==> config.mk <==
export PLATFORM = sky130hd
export DESIGN_NAME = error_stats_accumulator
export DESIGN_NICKNAME = d
export VERILOG_FILES = /design/src/rtl/error_stats_accumulator.sv
export SDC_FILE = /design/constraint.sdc
export NUM_CORES = 1
export LEC_CHECK = 0
export CAP_MARGIN = 5
export CORE_MARGIN = 5
export CORE_UTILIZATION = 30
export DETAILED_ROUTE_END_ITERATION = 12
export GPL_ROUTABILITY_DRIVEN = 0
export HOLD_SLACK_MARGIN = 0.03
export SLEW_MARGIN = 30
export SYNTH_ARGS = -nofsm -noshare
export SYNTH_HDL_FRONTEND = slang
export SYNTH_SLANG_ARGS = --single-unit
==> constraint.sdc <==
create_clock -name clk -period 2.15 [get_ports clk]
set_input_delay 0.215 -clock clk [delete_from_list [all_inputs] [get_ports clk]]
set_output_delay 0.215 -clock clk [all_outputs]
set_load 0.01 [all_outputs]
==> src/rtl/error_stats_accumulator.sv <==
// Window error-statistics accumulator for the exact-vs-approximate multiplier comparator.
// Optional signed bias accumulation is enabled by defining ERR_STATS_BIAS_EN.
module error_stats_accumulator #(
    parameter int N            = 8,
    parameter int LOG2_SAMPLES = 8
) (
    input  logic                          clk,
    input  logic                          rst,
    input  logic                          start,
    input  logic                          in_valid,
    output logic                          in_ready,
    input  logic [2*N-1:0]                exact,
    input  logic [2*N-1:0]                approx,
    input  logic [2*N-1:0]                error,
    output logic [LOG2_SAMPLES:0]         sample_count,
    output logic [2*N+LOG2_SAMPLES-1:0]   err_sum,
    output logic [2*N-1:0]                mean_err,
    output logic [2*N-1:0]                max_err,
    output logic [LOG2_SAMPLES:0]         nonzero_count,
`ifdef ERR_STATS_BIAS_EN
    output logic signed [2*N+LOG2_SAMPLES:0] bias_sum,
`endif
    output logic                          done
);

    localparam int CW = LOG2_SAMPLES + 1;
    localparam int SW = 2 * N + LOG2_SAMPLES;
    localparam logic [CW-1:0] LAST_IDX = CW'((1 << LOG2_SAMPLES) - 1);

    typedef enum logic [1:0] {
        S_IDLE = 2'd0,
        S_RUN  = 2'd1,
        S_DONE = 2'd2
    } state_t;

    state_t          state_q, state_d;
    logic [CW-1:0]   sample_count_q, sample_count_d;
    logic [SW-1:0]   err_sum_q, err_sum_d;
    logic [2*N-1:0]  max_err_q, max_err_d;
    logic [CW-1:0]   nonzero_count_q, nonzero_count_d;
    logic            accept;
    logic            clear;

`ifdef ERR_STATS_BIAS_EN
    logic signed [SW:0]    bias_sum_q, bias_sum_d;
    logic signed [2*N:0]   bias_diff;
`endif

    // start is only honoured outside RUN; an in-flight window is never restarted
    assign accept = in_valid && (state_q == S_RUN);
    assign clear  = start && (state_q != S_RUN);

    always_comb begin
        state_d = state_q;
        case (state_q)
            S_IDLE:  if (start) state_d = S_RUN;
            S_RUN:   if (accept && (sample_count_q == LAST_IDX)) state_d = S_DONE;
            S_DONE:  if (start) state_d = S_RUN;
            default: state_d = S_IDLE;
        endcase
    end

    always_comb begin
        sample_count_d  = sample_count_q;
        err_sum_d       = err_sum_q;
        max_err_d       = max_err_q;
        nonzero_count_d = nonzero_count_q;
        if (clear) begin
            sample_count_d  = '0;
            err_sum_d       = '0;
            max_err_d       = '0;
            nonzero_count_d = '0;
        end else if (accept) begin
            sample_count_d = sample_count_q + CW'(1);
            err_sum_d      = err_sum_q + SW'(error);
            if (error > max_err_q) max_err_d = error;
            if (error != '0) nonzero_count_d = nonzero_count_q + CW'(1);
        end
    end

`ifdef ERR_STATS_BIAS_EN
    // 2N+1 signed difference covers the full +/- range of two unsigned 2N products
    assign bias_diff = $signed({1'b0, approx}) - $signed({1'b0, exact});

    always_comb begin
        bias_sum_d = bias_sum_q;
        if (clear)       bias_sum_d = '0;
        else if (accept) bias_sum_d = bias_sum_q + (SW+1)'(bias_diff);
    end

    always_ff @(posedge clk) begin
        if (rst) bias_sum_q <= '0;
        else     bias_sum_q <= bias_sum_d;
    end

    assign bias_sum = bias_sum_q;
`endif

    always_ff @(posedge clk) begin
        if (rst) begin
            state_q         <= S_IDLE;
            sample_count_q  <= '0;
            err_sum_q       <= '0;
            max_err_q       <= '0;
            nonzero_count_q <= '0;
        end else begin
            state_q         <= state_d;
            sample_count_q  <= sample_count_d;
            err_sum_q       <= err_sum_d;
            max_err_q       <= max_err_d;
            nonzero_count_q <= nonzero_count_d;
        end
    end

    assign in_ready      = (state_q == S_RUN);
    assign done          = (state_q == S_DONE);
    assign sample_count  = sample_count_q;
    assign err_sum       = err_sum_q;
    assign mean_err      = err_sum_q[SW-1:LOG2_SAMPLES];
    assign max_err       = max_err_q;
    assign nonzero_count = nonzero_count_q;

endmodule

==> metrics.txt <==
status finished with violations; violated checks negative setup slack; metal2 WL about 6100 microns; Yosys top cell area share approximately a third; register area share after synthesis between 30% and 40%; cell mode on critical path buf_4; clk_lat worst skew 340 ps; Design Area, Final a little over 6000 sq um; met1 WL approximately 5300 microns; reg2reg end max_err[9]$_SDFFE_PP0P_; Hold Crit Start error[7]; endpoints failing hold 0; setup TNS -81.5 ps; crit path DAT around 2400 ps; vias in the first global route 3,961; Critical-path top delay cell clkdlybuf4s50_1; Syn Area/Cell ~8 sq um; syn nets 560; worst path bufs/invs 4; Power, Total 3390 uW; EDFF count, synth 0; final period utilization 102%; P_leak between 0.002 and 0.0025 uW; first-pass GRT wire length around 19,000 microns; Clk Tree Root Cell clkbuf_16; Max H-tree Level 3; DIE WIDTH between 100 and 150 microns; Cell Area, Placed 5360 sq um; top-count cell post-synth dfxtp_1; Critical Path Source Type primary input; max-slew violations 0; Main synth FF type dfxtp_1; die height approximately 120 microns; Detailed Route Iter0 Violations 216; Slew @ Worst Pin around 480 ps; crit-path max cell delay 450 ps; Initial Utilization between 30 and 40%; Worst EP required between 2000 and 2500 ps; grt total ovfl 0; antenna violations before repair 0; setup slack, reg-to-reg -20 ps; FF-to-FF path depth 10; clock sinks 60; Crit Path Max Fanout 8; Worst Clk Skew 6.29 ps; Total GRT Usage around 16%; CTS tree built; Crit Path Class in2reg; share of layout cells above drive strength 1 a little under a quarter; hold path depth 3; final std cells w/o fill around 810; total CTS buffers 9; Rows between 40 and 50; CP delay by family, top buffers and inverters; Hold Crit Endpoint max_err[7]$_SDFFE_PP0P_; Clock Tree Buf Depth 2; Max VDD drop 280 uV; Antenna Cells 0; RSZ-0062 raised after global routing true; power per cell area about 560 nW/um^2; CORE AREA around 13,000 sq um; Wirelength per Cell roughly 15 microns; Final setup viols 6; die area between 15,000 and 20,000 sq um; Min Clock Period, post-route between 2000 and 2500 ps; drt drc 0; post-DP HPWL 8870 microns; Boundary Pins about 130; FMAX 0.455 GHz; worst setup path startpoint error[8]; Final Net Count approximately 700; DR top layer met4; synth-to-layout area growth 59.1%; vias per cell 5.06; count of cell types in the netlist 55; CP endpoint kind flip-flop; Worst R2R Start max_err[15]$_SDFFE_PP0P_; Hold/Removal Path Class in2reg; setup ws final -47.1 ps; register clock-pin slew on the reported worst setup and hold paths 50 ps; Slew HR approximately two thirds; worst-path cell chain clkdlybuf4s50_1, buf_4, ha_1, nand4_1, nor2_1, a221o_1, o31a_1, buf_4, clkbuf_16, o31ai_2; max-cap viol count 0; ys async rst share 0%; Gate Count Post-Synth 472; most instantiated cells after synthesis dfxtp_1 (60), nand3_1 (38), nand2_1 (37), nor2_1 (36); Port Buffers 95; mapped cell area roughly 3800 sq um; leading post-synthesis cells by cell area dfxtp_1 (32%), ha_1 (12%), nand3_1 (5.0%); largest net degree at the start of global routing 33; fin util 48.4%; YS warnings 0; Yosys reg bits 60; Antenna Violating Nets Remaining 0; DRT Pass-1 Iters 4; cell taking the most area after synthesis dfxtp_1; DRT Wirelength 12,400 microns; Vias 4,082; met3 wire len between 700 and 800 microns; Placed Instances 777
==> worst min-delay path: stages <==
cell	delay (ps)
dlymetal6s2s_1	200
nand3_1	120
o31ai_2	60
==> layer usage <==
metal | global-route usage [%] | vias up
met5 | 0 | -
met1 | 19.7 | 1913
met4 | 7.70 | 0
met3 | 3.04 | 23
li1 | - | 2039
met2 | 27.4 | 107
==> placed cells by master, fill, tap and decap left out, drive strengths merged, types with 3 or more instances in the layout <==
| cell type | n |
|---|---|
| a2111oi | 3 |
| a211o | 3 |
| a211oi | 8 |
| a21o | 9 |
| a21oi | 35 |
| and2 | 3 |
| and3 | 12 |
| buf | 87 |
| bufinv | 3 |
| clkbuf | 13 |
| clkdlybuf4s50 | 87 |
| dfxtp | 60 |
| dlymetal6s2s | 7 |
| ha | 35 |
| inv | 23 |
| mux2i | 4 |
| nand2 | 37 |
| nand3 | 39 |
| nand4 | 14 |
| nor2 | 36 |
| nor3 | 14 |
| nor4 | 7 |
| o211ai | 6 |
| o21a | 3 |
| o21ai | 16 |
| o31ai | 19 |
| or3 | 7 |
| or4 | 3 |
| xnor2 | 9 |
| xor2 | 5 |
==> cells by family after synthesis <==
| family | Yosys count | synth area share (%) |
|---|---|---|
| compound gates | 116 | 20.2 |
| fa+ha+maj | 36 | 12.0 |
| xor+xnor | 14 | 3.22 |
| flops | 60 | 31.6 |
| simple gates | 181 | 23.9 |
| mux | 4 | 1.05 |
| buf+inv | 61 | 8.05 |
==> report_power, final <==
part	switching [uW]	internal (uW)	leakage, uW
Sequential	18.4	1140	0.000488
Combinational	304	289	0.00175
Clock	514	1130	0.000163
Total	836	2550	0.00240
==> area by class of cell <==
| class | count | area, sq um |
|---|---|---|
| sequential | 60 | 1210 |
| timing repair buffer | 184 | 1700 |
| clock buffer | 11 | 233 |
| fill | 1212 | 6460 |
| inverter | 23 | 86.3 |
| multi-input combinational | 351 | 2510 |
| tap | 172 | 215 |
| clock inverter | 5 | 100 |
==> metrics by stage <==
step                hold slack, ps  setup slack [ps]
floorplan                      287              17.7
global placement               473              -411
detailed placement             476              -486
CTS                            420             -2.75
global route                   323              -119
finish                         305             -47.1
==> what timing repair did <==
item / in CTS / in global routing
pin swaps: 3 / 6
hold buffers: 0 / 0
gates cloned: 0 / 3
gates resized for setup: 9 / 45
buffers inserted: 1 / 9
setup endpoints to repair: 17 / 31
==> sequential cells by signal, indices dropped and copies added, names as in the netlist <==
signal and cells:
max_err 16, sample_count 9, state_q 2, nonzero_count 9, err_sum 24
==> how the worst max path moves through the flow <==
stage / end / slack [ps] / cells past startpoint
final: max_err[9]$_SDFFE_PP0P_ / -50 / 10
after floorplan: err_sum[8]$_SDFFE_PP0P_ / 20 / 8
after global routing: max_err[8]$_SDFFE_PP0P_ / -120 / 10
after global placement: err_sum[8]$_SDFFE_PP0P_ / -410 / 9
after detailed placement: err_sum[8]$_SDFFE_PP0P_ / -490 / 9
after CTS: max_err[11]$_SDFFE_PP0P_ / -3 / 9
Note: power is estimated with default switching activity, not from simulation.
